**src/rtl/shift_issue_ctrl_pkg.sv**
```systemverilog
// shift_issue_ctrl_pkg: shared opcode, destination and FSM encodings for the shifter issue controller
package shift_issue_ctrl_pkg;
  localparam logic [1:0] SHIFT_SLL = 2'b00;
  localparam logic [1:0] SHIFT_SRL = 2'b01;
  localparam logic [1:0] SHIFT_SRA = 2'b11;
  localparam logic [4:0] NOP_DST = 5'd0;
  typedef enum logic {IDLE = 1'b0, ISSUE = 1'b1} state_e;
endpackage

```
**src/rtl/shift_issue_watchdog.sv**
```systemverilog
// shift_issue_watchdog: counts active cycles of a multi-cycle op and raises a sticky error at TIMEOUT
module shift_issue_watchdog #(
  parameter int TIMEOUT = 63
) (
  input  logic clk,
  input  logic resetn,
  input  logic clear,
  input  logic active,
  input  logic done,
  output logic expired,
  output logic err
);
  localparam int CW = $clog2(TIMEOUT);
  logic [CW-1:0] cnt_q, cnt_d;
  logic err_q, err_d;
  // expires on the TIMEOUT-th active cycle; a completion in that same cycle wins
  assign expired = active & ~done & (cnt_q == CW'(TIMEOUT - 1));
  assign err = err_q;
  always_comb begin
    cnt_d = clear ? '0 : (active & ~done & ~expired) ? cnt_q + 1'b1 : cnt_q;
    err_d = err_q | expired;
  end
  always_ff @(posedge clk or negedge resetn) begin
    if (!resetn) begin
      cnt_q <= '0;
      err_q <= 1'b0;
    end else begin
      cnt_q <= cnt_d;
      err_q <= err_d;
    end
  end
endmodule

```
**src/rtl/shift_issue_ctrl.sv**
```systemverilog
// shift_issue_ctrl: issues one shift request at a time to the multi-cycle shifter and writes back its result
module shift_issue_ctrl
  import shift_issue_ctrl_pkg::*;
#(
  parameter int WIDTH = 32,
  parameter int TIMEOUT = 63,
  parameter int CNT_W = 32
) (
  input  logic             clk,
  input  logic             resetn,
  input  logic             req_valid,
  output logic             req_ready,
  input  logic [WIDTH-1:0] req_opB,
  input  logic [4:0]       req_sa,
  input  logic [1:0]       req_op,
  input  logic [4:0]       req_dst,
  input  logic             flush,
  output logic             u_start,
  output logic [WIDTH-1:0] u_opB,
  output logic [4:0]       u_sa,
  output logic [1:0]       u_op,
  output logic [4:0]       u_dst,
  input  logic             u_stalled,
  input  logic [WIDTH-1:0] u_result,
  output logic             wb_valid,
  output logic [4:0]       wb_dst,
  output logic [WIDTH-1:0] wb_data,
  output logic             busy,
  output logic             err_timeout,
  output logic [CNT_W-1:0] perf_busy
);
  state_e state_q, state_d;
  logic [WIDTH-1:0] u_opB_q, u_opB_d, wb_data_q, wb_data_d;
  logic [4:0] u_sa_q, u_sa_d, u_dst_q, u_dst_d, wb_dst_q, wb_dst_d;
  logic [1:0] u_op_q, u_op_d;
  logic killed_q, killed_d, wb_valid_q, wb_valid_d;
  logic [CNT_W-1:0] perf_q, perf_d;
  logic issue, accept, complete, expired;
  assign issue = state_q == ISSUE;
  assign accept = ~issue & req_valid & ~flush;
  assign complete = issue & ~u_stalled;
  shift_issue_watchdog #(.TIMEOUT(TIMEOUT)) u_wdog (
    .clk(clk), .resetn(resetn), .clear(accept), .active(issue),
    .done(~u_stalled), .expired(expired), .err(err_timeout)
  );
  always_comb begin
    state_d = accept ? ISSUE : (complete | expired) ? IDLE : state_q;
    u_opB_d = accept ? req_opB : u_opB_q;
    u_sa_d = accept ? req_sa : u_sa_q;
    u_op_d = accept ? req_op : u_op_q;
    u_dst_d = accept ? req_dst : u_dst_q;
    // a flush landing in the completion cycle itself still suppresses the writeback
    killed_d = accept ? 1'b0 : killed_q | (issue & flush);
    wb_valid_d = complete & (u_dst_q != NOP_DST) & ~killed_q & ~flush;
    wb_dst_d = complete ? u_dst_q : wb_dst_q;
    wb_data_d = complete ? u_result : wb_data_q;
    perf_d = perf_q + CNT_W'(issue & u_stalled);
  end
  always_ff @(posedge clk or negedge resetn) begin
    if (!resetn) begin
      state_q <= IDLE;
      u_opB_q <= '0;
      u_sa_q <= '0;
      u_op_q <= '0;
      u_dst_q <= '0;
      killed_q <= 1'b0;
      wb_valid_q <= 1'b0;
      wb_dst_q <= '0;
      wb_data_q <= '0;
      perf_q <= '0;
    end else begin
      state_q <= state_d;
      u_opB_q <= u_opB_d;
      u_sa_q <= u_sa_d;
      u_op_q <= u_op_d;
      u_dst_q <= u_dst_d;
      killed_q <= killed_d;
      wb_valid_q <= wb_valid_d;
      wb_dst_q <= wb_dst_d;
      wb_data_q <= wb_data_d;
      perf_q <= perf_d;
    end
  end
  assign req_ready = ~issue & ~flush;
  assign u_start = issue;
  assign busy = issue;
  assign u_opB = u_opB_q;
  assign u_sa = u_sa_q;
  assign u_op = u_op_q;
  assign u_dst = u_dst_q;
  assign wb_valid = wb_valid_q;
  assign wb_dst = wb_dst_q;
  assign wb_data = wb_data_q;
  assign perf_busy = perf_q;
endmodule
```
**config.mk**
```make
export PLATFORM = sky130hd
export DESIGN_NAME = shift_issue_ctrl
export DESIGN_NICKNAME = d
export VERILOG_FILES = /design/src/rtl/shift_issue_ctrl_pkg.sv /design/src/rtl/shift_issue_watchdog.sv /design/src/rtl/shift_issue_ctrl.sv
export SDC_FILE = /design/constraint.sdc
export NUM_CORES = 1
export LEC_CHECK = 0
export BUFFER_PORTS_ARGS = -buffer_cell sky130_fd_sc_hd__buf_2
export CORE_ASPECT_RATIO = 1.4
export CORE_MARGIN = 8
export CORE_UTILIZATION = 45
export CTS_BUF_LIST = sky130_fd_sc_hd__clkbuf_8
export DETAILED_ROUTE_END_ITERATION = 10
export PLACE_DENSITY = 0.89
export SETUP_SLACK_MARGIN = 0.02
export SYNTH_ARGS = -nofsm -noshare
export SYNTH_HDL_FRONTEND = slang
export SYNTH_SLANG_ARGS = --single-unit
```
**constraint.sdc**
```tcl
create_clock -name clk -period 1.9 [get_ports clk]
set_clock_uncertainty 0.2 [all_clocks]
set_input_delay 0.38 -clock clk [delete_from_list [all_inputs] [get_ports clk]]
set_output_delay 0.38 -clock clk [all_outputs]
set_load 0.02 [all_outputs]
```
# == Word level (Yosys, flattened, before mapping) ==
# Cells that the tools add are included.
# totals
ff_bits,123
input_bits,81
output_inout_bits,118
word_cells,43
# op_classes
add_sub_neg,2
eq_ne,1
mux,5
bitwise_logic,20
n_reduce_logical,3
# ops
op,n
adder 32 x 1 -> 32 bit,1
bitwise AND 1 bit,12
2-to-1 mux 6 bit,2
adder 6 x 1 -> 6 bit (second input constant),1
equality test 6 bit (second input constant),1
inverter 1 bit,5
nonzero test 5 bit,1
nonzero test 2 bit,2
2-to-1 mux 1 bit,3
bitwise OR 1 bit,3

# == Logic depth before layout (Yosys ltp) ==
# depth
ltp_word,6
mapped_depth,9
depth_no_buf,8

# == Modules after synthesis ==
# A second synthesis with hierarchy kept.
# unflattened
hier_cells,359
area_unflattened_um2,5074.9
# by_module_without_submodules
module,instances,cells_each,area_each_um2
shift_issue_ctrl,1,321,4669.5
shift_issue_watchdog,1,38,405.4

# == Worst setup path before layout ==
# Ideal clock, no wire load.
# synth_timing
path_kind,register to register
startpoint,"register state_q, in the netlist busy"
endpoint,"register perf_q[24], in the netlist perf_busy[24]"
arrival_time_ns,1.870
setup_slack_ns,-0.250
path_stages_with_launch,10
path_buffers,1
synth_period_minus_slack_ns,2.150
cell_sequence,dfrtp_1 > nand2_1 > inv_1 > ha_1 > ha_1 > and2_1 > buf_2 > nand3_1 > nor3_1 > xor2_1
# synth_via
elab_chain_cells,2
# synth_lines
element,line,text
start: declaration,shift_issue_ctrl.sv:32,"state_e state_q, state_d;"
start signal: assignment,shift_issue_ctrl.sv:72,state_q <= state_d;
bitwise AND 1 bit,shift_issue_ctrl.sv:57,perf_d = perf_q + CNT_W'(issue & u_stalled);
adder 32 x 1 -> 32 bit,shift_issue_ctrl.sv:57,
named net perf_d[24],shift_issue_ctrl.sv:37,"logic [CNT_W-1:0] perf_q, perf_d;"
end signal: assignment,shift_issue_ctrl.sv:81,perf_q <= perf_d;
end: declaration,shift_issue_ctrl.sv:37,
# The timed path passes the listed nets, and every way through them passes these cells.
# A chain may end at the register's enable or synchronous reset.

# == Worst setup path in the final report ==
# layout_timing
startpoint,"register state_q, in the netlist busy"
endpoint,"register perf_q[28], in the netlist perf_busy[28]"
# Same word-level chain as after synthesis.

==> impl.org <==
** Worst hold path
- Worst hold stages :: 4
- Endpoint with the worst hold slack :: wb_valid$_DFF_PN0_
- The startpoint identified for the worst hold timing path is flush.
- Min-delay worst type :: input port to register

** Timing
- The hold violation count in the final report was 0.
- Setup repair after global routing missed its margin :: yes
- Based on the critical path, the design can be clocked at up to between 0.5 and 0.6 GHz.
- Fin. max-slew vios :: 0
- Worst slew slack as a fraction of its limit :: 72.48%
- Final hold slack :: ~0.079 ns
- Dividing the final minimum period by the clock period gives 96.72%.
- Number of setup violations in the final report :: 0
- For the pin with the worst max-slew slack, the measured transition is approximately 0.41 ns.
- Final period demand of the worst path :: ~1.8 ns

** Clocking
- The H-tree was split into 4 levels.
- Root buf cell :: sky130_fd_sc_hd__clkbuf_8
- Clock latency at the later pin of the worst-skew pair :: ~0.41 ns
- Number of buffers created by CTS :: 17
- CTS clock-pin slew for the worst setup and hold paths :: roughly 0.070 ns
- Number of sinks driven by the clock tree :: 123
- Clock Tree Buf Depth :: 2
- CTS tree :: done

** Setup path
- STA classifies the critical path startpoint as a register.
- Number of cells on the worst reg-to-reg path :: 8
- In this run the critical register-to-register path is captured at perf_busy[28]$_DFF_PN0_.
- The critical path in this run is classified as register to register.
- Flop2flop setup slack :: about 0.062 ns
- STA classifies the critical path endpoint as a register.
- Of all nets on the critical path, the largest fanout is 4.
- Worst EP arrival :: around 2.0 ns
- Required time of the critical path :: around 2.0 ns
- Reg-to-reg critical path startpoint :: busy$_DFFE_PN0P_

** Global route
- In the global route stage, met2 resource usage came out at a little under two fifths.
- For met1 alone, demand over resource in global routing was roughly a fifth.
- Total congestion overflow :: 0
- The number of antenna violations at the first check in global routing came to 1.
- Largest net degree at the start of global routing :: between 50 and 60
- The first global-routing pass estimated 24900 um of wire.
- GRT Util Overall :: 21.01%
- Vias in the first global route :: roughly 5000
- Global-route layer with the greatest usage :: met2
- Met3 usage :: 7.762%

** Power
- Power density over the cells :: ~1000 mW/mm2
- Peak ir drop on the vdd network :: ~0.66 mV
- Lkg Pwr :: slightly above 4 nW

** Floorplanning
- The die covers ~0.015 mm2.
- Measured along the x axis, the die boundary spans around 110 um.
- Starting Density :: about 45%
- Core outline area :: roughly 0.011 mm2
- FP Rows :: between 40 and 50
- In this run the vertical extent of the chip is 141.4 um.
- In this run the count of I/O pins placed on the die edge is between 150 and 200.

** Job
- Number of max-cap violations :: 0

** Route
- The first detailed-routing pass took 4 iterations.
- For this block, the via count after detailed routing is 4571.
- In the final routed layout, each cell accounts on average for 17.25 um.
- Number of DRC violations after detailed-routing iteration 0 :: approximately 180
- In this run the remaining antenna-violating nets after routing total 0.
- Drt via density :: ~5.0
- DRC violation count after routing :: 0
- Final WL :: roughly 16000 um

** Final layout
- Cell area after layout :: 0.007570 mm2
- From synthesis to final layout, the design area changed by 49.86%.
- For this run, the post-layout net count is roughly 840.
- Of the cells placed in the final design, the portion with a size suffix greater than 1 is a little over 40%.

** Placed design
- Post-detailed-placement half-perimeter wirelength :: around 11000 um
- Last weighted congestion value of the routability-driven placer :: about 0.86
- In this run the cell area measured after placement is approximately 0.0064 mm2.
- The count of buffers added on input and output ports is 198.

** Synthesis
- After synthesis the netlist holds a flip-flop and latch count of 123.
- Number of nets produced by synthesis :: about 540
- After synthesis the cells add up to 0.005051 mm2.
- Sequential cell area fraction in the yosys report :: between 60% and 70%
- Number of instances in the synthesized netlist :: about 450
- Each instance of the synthesized netlist takes up on average ~11 um2.
- Counting distinct cell types in the post-synthesis netlist gives 38.
- For this run, the number of Yosys warnings is 0.

** Status
- Result of the run :: finished clean
-- how the worst max path moves through the flow --
| stage | depth (start not counted) | from | to | slack (ns) |
|---|---|---|---|---|
| finish | 8 | busy$_DFFE_PN0P_ | perf_busy[28]$_DFF_PN0_ | 0.06 |
| global route | 3 | busy$_DFFE_PN0P_ | req_ready | -0.003 |
| CTS | 3 | busy$_DFFE_PN0P_ | req_ready | 0.03 |
| detailed placement | 9 | u_stalled | perf_busy[30]$_DFF_PN0_ | -0.12 |
| global placement | 9 | u_stalled | perf_busy[24]$_DFF_PN0_ | -0.04 |
| floorplan | 9 | busy$_DFFE_PN0P_ | perf_busy[24]$_DFF_PN0_ | 0.01 |
-- what timing repair did --
action                                  4_1_cts  5_1_grt
setup buffers                                 0        0
endpoints found under the setup margin        4       13
hold endpoints to repair                    199        0
pin swaps                                     0        4
hold buffers                                 77        0
gates resized for setup                       2        4
-- critical path, stage by stage (launching register included) --
cell and delay (ns):
sky130_fd_sc_hd__dfrtp_2 0.37, sky130_fd_sc_hd__nand2_2 0.07, sky130_fd_sc_hd__inv_2 0.06, sky130_fd_sc_hd__ha_1 0.15, sky130_fd_sc_hd__ha_2 0.21, sky130_fd_sc_hd__and2_4 0.20, sky130_fd_sc_hd__nand3_4 0.11, sky130_fd_sc_hd__nor3_2 0.16
sky130_fd_sc_hd__xor2_1 0.22
-- routing by layer --
| metal | share of wire (%) | wire length [um] |
|---|---|---|
| met5 | 0 | 0 |
| met4 | 3.7 | 576 |
| met3 | 7.0 | 1103 |
| met2 | 54 | 8431 |
| met1 | 35 | 5549 |
-- stage by stage --
step	setup WS [ns]	util [%]	total power [mW]	TNS, ns	std cells
final	0.06228	67.79	7.673	0	908
after floorplan	0.01458	-	4.509	0	452
after global placement	-0.03526	57.47	5.330	-0.06373	799
after CTS	0.03315	67.68	7.702	0	907
after detailed placement	-0.1155	57.47	5.439	-0.8247	799
after global routing	-0.003222	67.79	8.045	-0.003222	908
-- flip-flops by register name, indices dropped and copies added, names as in the netlist --
register	flops
wb_valid	1
u_sa	5
killed_q	1
wb_dst	5
u_opB	32
u_wdog.cnt_q	6
u_op	2
perf_busy	32
busy	1
wb_data	32
u_dst	5
u_wdog.err	1
-- layout make-up --
cell class,count,area (um2)
Antenna cell,1,2.502
Clock buffer,21,289.0
Clock inverter,10,76.32
Fill cell,782,3596
Inverter,4,15.01
Multi-Input combinational cell,306,1918
Sequential cell,123,3079
Tap cell,144,180.2
Timing Repair Buffer,299,2009
-- cells in the mapped netlist --
library cell | instances | area (um2)
sky130_fd_sc_hd__or2_2 | 1 | 6.260
sky130_fd_sc_hd__nor2b_1 | 1 | 6.260
sky130_fd_sc_hd__o311ai_0 | 1 | 8.760
sky130_fd_sc_hd__o21ai_1 | 1 | 5.000
sky130_fd_sc_hd__nand4_2 | 1 | 12.51
sky130_fd_sc_hd__and2_1 | 4 | 25.02
sky130_fd_sc_hd__or4_1 | 1 | 7.510
sky130_fd_sc_hd__o211ai_1 | 3 | 22.52
sky130_fd_sc_hd__nor4_2 | 2 | 25.02
sky130_fd_sc_hd__a21oi_1 | 2 | 10.01
sky130_fd_sc_hd__inv_1 | 4 | 15.01
sky130_fd_sc_hd__xor2_1 | 21 | 183.9
sky130_fd_sc_hd__nand3_1 | 17 | 85.08
sky130_fd_sc_hd__buf_4 | 1 | 7.510
sky130_fd_sc_hd__nand2b_1 | 1 | 6.260
sky130_fd_sc_hd__dfrtp_1 | 123 | 3078
sky130_fd_sc_hd__nor3_4 | 1 | 16.27
sky130_fd_sc_hd__o21ai_0 | 2 | 10.01
sky130_fd_sc_hd__nor4_1 | 1 | 6.260
sky130_fd_sc_hd__nand4_1 | 4 | 25.02
sky130_fd_sc_hd__nand2_1 | 152 | 570.6
sky130_fd_sc_hd__nor3_1 | 5 | 25.02
sky130_fd_sc_hd__mux2_2 | 37 | 416.7
sky130_fd_sc_hd__nor3_2 | 7 | 70.07
sky130_fd_sc_hd__buf_2 | 6 | 30.03
sky130_fd_sc_hd__and2_2 | 1 | 7.510
sky130_fd_sc_hd__nand4_4 | 1 | 21.27
sky130_fd_sc_hd__and3_1 | 7 | 43.79
sky130_fd_sc_hd__ha_1 | 5 | 62.56
sky130_fd_sc_hd__nor2_1 | 9 | 33.78
sky130_fd_sc_hd__and4_1 | 3 | 26.28
sky130_fd_sc_hd__clkbuf_1 | 10 | 37.54
sky130_fd_sc_hd__and4_4 | 1 | 11.26
sky130_fd_sc_hd__o31ai_1 | 3 | 22.52
sky130_fd_sc_hd__or3_1 | 1 | 6.260
sky130_fd_sc_hd__xnor2_1 | 10 | 87.58
sky130_fd_sc_hd__buf_6 | 1 | 11.26
sky130_fd_sc_hd__clkbuf_2 | 1 | 5.000
-- kinds of logic after synthesis --
logic type,after synthesis,share of synthesized area [%]
simple gates,221,20.54
flops,123,60.94
mux,37,8.249
xor+xnor,31,5.375
buf+inv,23,2.105
compound gates,12,1.560
fa+ha+maj,5,1.239
-- placed cells by master (no fill, tap or decap), types with 5 or more instances in the layout --
master                          instances
sky130_fd_sc_hd__nor3_2                 8
sky130_fd_sc_hd__and3_1                 6
sky130_fd_sc_hd__xor2_1                21
sky130_fd_sc_hd__nand3_1               15
sky130_fd_sc_hd__dlygate4sd3_1         77
sky130_fd_sc_hd__xnor2_1               10
sky130_fd_sc_hd__buf_4                 21
sky130_fd_sc_hd__nand2_1              150
sky130_fd_sc_hd__buf_12                 5
sky130_fd_sc_hd__mux2_2                37
sky130_fd_sc_hd__dfrtp_1              122
sky130_fd_sc_hd__clkbuf_8              21
sky130_fd_sc_hd__nor2_1                 7
sky130_fd_sc_hd__inv_1                  6
sky130_fd_sc_hd__buf_2                196
-- where the power goes --
group / switching (mW) / internal, mW
clock network: 0.992 / 1.14
registers: 0.307 / 3.10
logic: 1.28 / 0.857
total: 2.57 / 5.10
Note: power is estimated with default switching activity, not from simulation.
